[src/rtl/irrigation_scheduler_pkg.sv]
// Shared encodings for the irrigation scheduler: FSM states and the
// recorded reason a grant ended.
package irrigation_scheduler_pkg;

    localparam logic [1:0] S_IDLE  = 2'd0;
    localparam logic [1:0] S_OPEN  = 2'd1;
    localparam logic [1:0] S_WATER = 2'd2;
    localparam logic [1:0] S_DRAIN = 2'd3;

    localparam logic CAUSE_DONE  = 1'b0;
    localparam logic CAUSE_ABORT = 1'b1;

endpackage

[src/rtl/irrigation_scheduler_tick_timer.sv]
// Tick-driven duration counter: counts tick strobes since the last clear and
// flags the tick that completes the requested duration.
module tick_timer #(
    parameter int TIMER_W = 16
) (
    input  logic               clock,
    input  logic               reset,
    input  logic               clear,
    input  logic               tick,
    input  logic [TIMER_W-1:0] duration,
    output logic [TIMER_W-1:0] count,
    output logic               expire
);

    always_ff @(posedge clock or posedge reset) begin
        if (reset) begin
            count <= '0;
        end else if (clear) begin
            count <= '0;
        end else if (tick) begin
            count <= count + 1'b1;
        end
    end

    // Expiry coincides with the tick itself, so the owner leaves on that edge.
    assign expire = tick && (count == duration - 1'b1);

endmodule

[src/rtl/irrigation_scheduler.sv]
// Round-robin pump sharing across irrigation zones: open valve, settle,
// water, drain, close. All outputs are registers with async reset.
module irrigation_scheduler
    import irrigation_scheduler_pkg::*;
#(
    parameter int ZONES        = 4,
    parameter int ZONE_W       = 2,
    parameter int SETTLE_TICKS = 2,
    parameter int WATER_TICKS  = 5,
    parameter int TIMER_W      = 16
) (
    input  logic              clock,
    input  logic              reset,
    input  logic              tick,
    input  logic              enable,
    input  logic              tank_low,
    input  logic [ZONES-1:0]  request,
    output logic [ZONES-1:0]  valve,
    output logic              pump,
    output logic [ZONE_W-1:0] zone,
    output logic              busy,
    output logic              done,
    output logic              aborted,
    output logic [1:0]        dbg_state
);

    localparam logic [TIMER_W-1:0] SETTLE_D = TIMER_W'(SETTLE_TICKS);
    localparam logic [TIMER_W-1:0] WATER_D  = TIMER_W'(WATER_TICKS);
    localparam logic [ZONES-1:0]   ONE      = {{(ZONES-1){1'b0}}, 1'b1};

    logic [1:0]         state;
    logic [1:0]         next_state;
    logic [ZONE_W-1:0]  ptr;
    logic [ZONE_W-1:0]  pick;
    logic [ZONE_W-1:0]  ptr_next;
    logic               cause;
    logic               abort_req;
    logic               drop_req;
    logic               timer_clear;
    logic [TIMER_W-1:0] duration;
    logic [TIMER_W-1:0] timer;
    logic               expire;

    // First set request at or after start, wrapping; start itself if none.
    function automatic logic [ZONE_W-1:0] rr_pick(input logic [ZONES-1:0] req,
                                                  input logic [ZONE_W-1:0] start);
        logic [ZONE_W-1:0] sel;
        logic [ZONE_W-1:0] idx;
        logic              found;
        sel   = start;
        found = 1'b0;
        for (int i = 0; i < ZONES; i++) begin
            idx = ZONE_W'((int'(start) + i) % ZONES);
            if (!found && req[idx]) begin
                sel   = idx;
                found = 1'b1;
            end
        end
        return sel;
    endfunction

    assign pick      = rr_pick(request, ptr);
    assign ptr_next  = (zone == ZONE_W'(ZONES - 1)) ? '0 : zone + 1'b1;
    assign abort_req = tank_low || !enable;
    assign drop_req  = !request[zone];
    assign dbg_state = state;

    always_comb begin
        next_state = state;
        case (state)
            S_IDLE:  if (enable && !tank_low && (|request)) next_state = S_OPEN;
            S_OPEN:  if (abort_req || drop_req) next_state = S_DRAIN;
                     else if (expire)           next_state = S_WATER;
            S_WATER: if (abort_req || drop_req || expire) next_state = S_DRAIN;
            S_DRAIN: if (expire) next_state = S_IDLE;
            default: next_state = S_IDLE;
        endcase
    end

    assign timer_clear = (state == S_IDLE) || (next_state != state);
    assign duration    = (state == S_WATER) ? WATER_D : SETTLE_D;

    tick_timer #(.TIMER_W(TIMER_W)) u_timer (
        .clock    (clock),
        .reset    (reset),
        .clear    (timer_clear),
        .tick     (tick),
        .duration (duration),
        .count    (timer),
        .expire   (expire)
    );

    always_ff @(posedge clock or posedge reset) begin
        if (reset) begin
            state   <= S_IDLE;
            valve   <= '0;
            pump    <= 1'b0;
            zone    <= '0;
            busy    <= 1'b0;
            done    <= 1'b0;
            aborted <= 1'b0;
            ptr     <= '0;
            cause   <= CAUSE_DONE;
        end else begin
            state   <= next_state;
            done    <= 1'b0;
            aborted <= 1'b0;
            case (state)
                S_IDLE: begin
                    if (next_state == S_OPEN) begin
                        zone  <= pick;
                        valve <= ONE << pick;
                        busy  <= 1'b1;
                    end
                end
                S_OPEN: begin
                    if (next_state == S_DRAIN) begin
                        cause <= abort_req ? CAUSE_ABORT : CAUSE_DONE;
                    end else if (next_state == S_WATER) begin
                        pump <= 1'b1;
                    end
                end
                S_WATER: begin
                    // Timeout and request drop both count as a normal finish.
                    if (next_state == S_DRAIN) begin
                        pump  <= 1'b0;
                        cause <= abort_req ? CAUSE_ABORT : CAUSE_DONE;
                    end
                end
                S_DRAIN: begin
                    if (next_state == S_IDLE) begin
                        valve   <= '0;
                        busy    <= 1'b0;
                        ptr     <= ptr_next;
                        done    <= (cause == CAUSE_DONE);
                        aborted <= (cause == CAUSE_ABORT);
                    end
                end
                default: pump <= 1'b0;
            endcase
        end
    end

    // Timer width is sized for durations; only the low bits matter here.
    logic unused_timer;
    assign unused_timer = ^timer;

endmodule
[config.mk]
export PLATFORM = sky130hd
export DESIGN_NAME = irrigation_scheduler
export DESIGN_NICKNAME = d
export VERILOG_FILES = /design/src/rtl/irrigation_scheduler_pkg.sv /design/src/rtl/irrigation_scheduler_tick_timer.sv /design/src/rtl/irrigation_scheduler.sv
export SDC_FILE = /design/constraint.sdc
export NUM_CORES = 1
export LEC_CHECK = 0
export ABC_AREA = 0
export BUFFER_PORTS_ARGS = -buffer_cell sky130_fd_sc_hd__buf_2
export CAP_MARGIN = 20
export CORE_MARGIN = 2
export CORE_UTILIZATION = 54
export DETAILED_ROUTE_END_ITERATION = 8
export PLACE_DENSITY_LB_ADDON = 0.05
export SLEW_MARGIN = 5
export SYNTH_ARGS = -nofsm -noshare
export SYNTH_HDL_FRONTEND = slang
export SYNTH_HIERARCHICAL = 1
export SYNTH_SLANG_ARGS = --single-unit
[constraint.sdc]
create_clock -name clock -period 5.25 [get_ports clock]
set_input_delay 1.3125 -clock clock [delete_from_list [all_inputs] [get_ports clock]]
set_output_delay 1.3125 -clock clock [all_outputs]
set_load 0.02 [all_outputs]
==> Word-level counts from Yosys, hierarchy flattened <==
Index checks and enable logic that the tools add are counted.
{ "word_totals": {"regBits": 31, "latch_bits": 0, "mem_bits_rw": 0, "rom_bits": 0, "input_bits": 9, "output_inout_bits": 12, "word_cells": 106, "n_memories": 0} }
{ "op_classes": {"add_sub_neg": 6, "n_mul": 0, "div": 0, "order_cmp": 5, "n_eq_ne": 14, "shift": 1, "n_mux": 41, "n_bitwise": 1, "reduce_logical": 28} }
{ "ops": {"columns": ["operator", "n"], "rows": [
  ["2-to-1 mux 16 bit", 2],
  ["2-to-1 mux 1 bit", 18],
  ["2-to-1 mux 2 bit", 9],
  ["adder 16 x 1 -> 16 bit (second input constant)", 1],
  ["== test 16 bit", 1],
  ["less-than comparator 2 x 3 -> 1 bit (second input constant)", 5],
  ["binary-select mux 1 bit (select 2 bit)", 5],
  ["== test 2 bit (second input constant)", 5],
  ["2-to-1 mux 4 bit", 2],
  ["one-hot mux 2 bit (4 select lines)", 1],
  ["one-hot mux 4 bit (2 select lines)", 1],
  ["logical AND 1 bit", 6],
  ["logical NOT 1 bit", 6],
  ["inequality test 2 bit (second input constant)", 3],
  ["AND reduction 2 bit", 3],
  ["nonzero test 2 bit", 3],
  ["adder 2 x 1 -> 2 bit (second input constant)", 2],
  ["adder 2 bit (second input constant)", 2],
  ["== test 2 x 1 -> 1 bit (second input constant)", 2],
  ["logical NOT 2 bit", 2],
  ["logical OR 1 bit", 4],
  ["inequality test 2 x 1 -> 1 bit (second input constant)", 2],
  ["one-hot mux 1 bit (2 select lines)", 2],
  ["AND reduction 4 bit", 1],
  ["other kinds (8)", 8]
]} }

==> Longest topological paths before layout <==
{ "depth": {"word_depth": 15, "ltp_mapped": 23, "depth_no_buf": 22} }

==> Hierarchy <==
The synthesis kept the hierarchy.
{ "by_module_without_submodules": {"columns": ["module", "n_inst", "cells_each", "area_per_inst_um2"], "rows": [
  ["tick_timer", 1, 156, 1298.7],
  ["irrigation_scheduler", 1, 108, 1056.0]
]} }

==> Worst setup path after synthesis <==
Ideal clock, no wire load.
{ "synth_path": {"path_type": "reg-to-reg", "from": "register state[0] (netlist: dbg_state[0])", "to": "register u_timer.count[13]", "t_arrival_ps": 5423, "required_ps": 5172, "slack_ps": -250, "stages_incl_launch_ff": 22, "path_buffers": 2, "path_cell_list": "dfrtp_1 inv_1 ha_1 inv_1 or4_4 or4b_1 buf_2 or4b_4 xnor2_2 nand2_1 nor4_2 nor2b_1 o221ai_1 a32oi_4 xnor2_1 nand4_1 clkbuf_1 o2111ai_1 nor2_1 nand3_1 or3_1 a21oi_1"} }
{ "synth_via": {"elab_chain_cells": 11} }
{ "synth_rtl": {"columns": ["item", "line", "text"], "rows": [
  ["from (decl)", "irrigation_scheduler.sv:31", "logic [1:0] state;"],
  ["from (signal assigned)", "irrigation_scheduler.sv:105", "state <= next_state;"],
  ["== test 2 bit *", "irrigation_scheduler.sv:81", "assign duration = (state == S_WATER) ? WATER_D : SETTLE_D;"],
  ["2-to-1 mux 3 bit *", "irrigation_scheduler.sv:81", null],
  ["via duration[0]", "irrigation_scheduler.sv:40", "logic [TIMER_W-1:0] duration;"],
  ["subtractor 3 x 1 -> 4 bit *", "irrigation_scheduler_tick_timer.sv:26", "assign expire = tick && (count == duration - 1'b1);"],
  ["== test 16 bit *", "irrigation_scheduler_tick_timer.sv:26", null],
  ["logical AND 1 bit *", "irrigation_scheduler_tick_timer.sv:26", null],
  ["via expire", "irrigation_scheduler.sv:42", "logic expire;"],
  ["2-to-1 mux 2 bit or logical OR 1 bit (tied branches)", "irrigation_scheduler.sv:73, irrigation_scheduler.sv:74", null],
  ["2-to-1 mux 2 bit (on tied branches)", "irrigation_scheduler.sv:72, irrigation_scheduler.sv:74", null],
  ["one-hot mux 2 bit (4 select lines) *", "irrigation_scheduler.sv:70", "case (state)"],
  ["via next_state[1]", "irrigation_scheduler.sv:32", "logic [1:0] next_state;"],
  ["inequality test 2 bit *", "irrigation_scheduler.sv:80", "assign timer_clear = (state == S_IDLE) || (next_state != state);"],
  ["logical OR 1 bit *", "irrigation_scheduler.sv:80", null],
  ["via timer_clear", "irrigation_scheduler.sv:39", "logic timer_clear;"],
  ["2-to-1 mux 16 bit or nonzero test 2 bit (tied branches)", null, null],
  ["to (signal assigned)", "irrigation_scheduler_tick_timer.sv:21", "count <= count + 1'b1;"],
  ["to (decl)", "irrigation_scheduler_tick_timer.sv:11", "output logic [TIMER_W-1:0] count,"]
]} }
Mark *: on every way through the listed nets, which the timed path passes. The rest lies on a longest branch.
A chain may end at the register's enable or synchronous reset.

==> Worst setup path in the final report <==
{ "layout_path": {"from": "register state[0] (netlist: dbg_state[0])", "to": "register u_timer.count[15]"} }
The elaborated chain is that of the path after synthesis.

==> results.sh <==
export IMPL_drtPass1Iterations=4
export IMPL_grt_overflow=0
export IMPL_wire_per_inst_um=12.84
export IMPL_die_height_um=70.04
export IMPL_p_leak_nw=1.198
export IMPL_power_density_cell_area_mw_per_mm2=452.8
export IMPL_worstSetupEndpoint="u_timer/count[15]"
export IMPL_seqCellArea_um2=777.0
export IMPL_synth_most_common_cell="dfrtp_1"
export IMPL_relSlewSlack_pct=49.83
export IMPL_drive_gt1_share_pct=15.96
export IMPL_yosys_top_cells_count="dfrtp_1, nor2_1, nand2_1"
export IMPL_drv_slew=0
export IMPL_wl_um=4930
export IMPL_min_period_over_period_pct=94.42
export IMPL_crit_path_max_fanout=6
export IMPL_critical_path_arrival_ns=5.17
export IMPL_hpwl_um=3736
export IMPL_cts_setup_buffers=0
export IMPL_synth_seq_area_share_pct=32.94
export IMPL_port_buffers=20
export IMPL_end_kind="register"
export IMPL_grt_pass1_vias=1843
export IMPL_synth_area_top_cells="dfrtp_1, xnor2_1, xor2_1"
export IMPL_hold_class="reg -> reg"
export IMPL_fin_total_pwr_w=0.001270
export IMPL_syn_avg_cell_area_um2=8.920
export IMPL_synth_seq_cells=31
export IMPL_async_reset_ff_share_pct=100.0
export IMPL_worstSetupStartpointType="register"
export IMPL_holdBufCountCts=0
export IMPL_grt_use_total_pct=21.90
export IMPL_vdd_ir_drop_worst_uv=261.9
export IMPL_die_area_mm2=0.004905
export IMPL_worstPathRequired_ns=5.46
export IMPL_r2r_end="u_timer/count[15]"
export IMPL_cts_tree="done"
export IMPL_start_util_pct=55.22
export IMPL_rr_worst_depth=19
export IMPL_area_delta_synth_final_pct=19.08
export IMPL_synthCells=264
export IMPL_finalClockSkew_ns=0.01488
export IMPL_cts_max_level=2
export IMPL_syn_area_mm2=0.002355
export IMPL_finalSetupViolCount=0
export IMPL_maxCapViolations=0
export IMPL_cts_buffers_inserted=5
export IMPL_fin_nets=347
export IMPL_antenna_cells=0
export IMPL_hold_violations=0
export IMPL_cts_resized_gates=0
export IMPL_cts_sinks=31
export IMPL_fmax_ghz=0.2017
export IMPL_synth_largest_area_cell="dfrtp_1"
export IMPL_dr_first_iter_drc_count=123
export IMPL_outcome="finished clean"
export IMPL_crit_type="reg -> reg"
export IMPL_reg2reg_from="dbg_state[0]"
export IMPL_yosysUniqueCellTypes=58
export IMPL_core_area_mm2=0.004264
export IMPL_worst_slew_pin_slew_ns=0.7429
export IMPL_synth_top_cell_area_share_pct=32.94
export IMPL_avgViaCountPerCell=5.227
export IMPL_clockBufferDepth=2
export IMPL_critPathLaunch="dbg_state[0]"
export IMPL_cts_root_buf="clkbuf_8"
export IMPL_path_clk_slew_ns=0.07
export IMPL_slowest_delay_ns=0.58
export IMPL_grt_pass1_wl_um=8576
export IMPL_dieWidth_um=70.04
export IMPL_synth_edf_count=0
export IMPL_finalSetupTns_ns=0
export IMPL_core_rowCount=24
export IMPL_clkLatencyLatePin_ns=0.29
export IMPL_grt_antenna_before_repair=0
export IMPL_cp_slowest_cell="or4b_4"
export IMPL_rrSetupSlack_ns=0.29
export IMPL_post_route_min_period_ns=4.957
export IMPL_rsz0062_at_grt="false"
export IMPL_dr_total_vias=2007
export IMPL_fillers=384
export IMPL_postRouteAntennaNets=0
export IMPL_multi_input_area_mm2=0.001660
export IMPL_yosys_warnings=6
export IMPL_gp_congestion=0.8461
export IMPL_io_pins=21
export IMPL_path_cells="inv_1, ha_2, inv_1, or4_4, or4b_4, or4b_4, xnor2_2, nand2_1, nor4_4, nor2b_1, o221ai_1, a32oi_4, xnor2_1, nand4_1, o2111ai_2, nor2_2, nand3_1, or3_1, a21oi_1"
export IMPL_drc=0
export IMPL_synth_flop_cell="dfrtp_1"
export IMPL_grt_max_degree=17
[worst min-delay path by stage]
stage / from / cells past startpoint / endpoint / slack [ns]
global placement: cause / 1 / done / 0.44
CTS: cause / 1 / done / 0.46
finish: cause / 1 / done / 0.45
detailed placement: cause / 1 / done / 0.45
floorplan: cause / 1 / done / 0.42
global route: cause / 1 / done / 0.46
[layer usage]
| metal | GRT usage [%] | vias up | routed length [um] |
|---|---|---|---|
| met2 | 31.11 | 35 | 2126 |
| met1 | 33.40 | 934 | 2574 |
| met4 | 6.410 | 0 | 62 |
| met5 | 0 | - | 0 |
| met3 | 4.762 | 6 | 166 |
| li1 | - | 1032 | - |
[flip-flops by register name, indices dropped and copies added (netlist names)]
| register | cells |
|---|---|
| dbg_state | 2 |
| busy | 1 |
| pump | 1 |
| ptr | 2 |
| zone | 2 |
| done | 1 |
| u_timer/count | 16 |
| aborted | 1 |
| cause | 1 |
| valve | 4 |
[worst max-delay path, delay by kind of cell (launching register included)]
kind            cells  cell delay (ns)
compound gates      4             0.69
xor+xnor            2             0.27
fa+ha+maj           1             0.25
buf+inv             2             0.19
flops               1             0.41
simple gates       10             3.09
[power breakdown]
| part | leakage [nW] | internal [W] | switching [W] | total [W] |
|---|---|---|---|---|
| combinational | 0.750 | 0.000296 | 0.000450 | 0.000746 |
| sequential | 0.406 | 0.000293 | 0.0000459 | 0.000339 |
| clock | 0.0422 | 0.0000930 | 0.0000911 | 0.000184 |
[stage by stage]
step	instances	setup slack [ns]	hold slack (ns)	cell area, um2	util [%]
after global routing	384	0.002724	0.4645	2804	65.76
final	384	0.2931	0.4501	2804	65.76
after floorplan	306	0.03931	0.4168	2526	-
after CTS	384	0.09284	0.4561	2785	65.32
after detailed placement	376	0.1173	0.4466	2704	63.41
after global placement	376	0.2971	0.4358	2704	63.41
[layout by cell type, fill, tap and decap left out, types with 8 or more instances in the layout]
cell     count
conb_1      43
dfrtp_1     30
nor2_1      27
nand2_1     22
xnor2_1     21
buf_2       20
inv_1       16
xor2_1      15
nand4_1      9
o21ai_0      8
buf_4        8
[cell families after synthesis]
kind of cell	synth area share, %
simple gates	24.92
compound gates	16.47
xor+xnor	14.08
flops	32.94
buf+inv	4.516
fa+ha+maj	3.719
mux	3.188
other cells	0.1593
[area by class of cell]
| type | instances | area share, % |
|---|---|---|
| flip-flops and latches | 31 | 27.71 |
| multi-input cells | 249 | 59.21 |
| clock inverters | 1 | 0.1785 |
| inverters | 16 | 2.142 |
| repair buffers | 28 | 5.712 |
| well taps | 52 | 2.320 |
| clock buffers | 7 | 2.722 |
No activity file was read; power rests on OpenSTA's default activity.
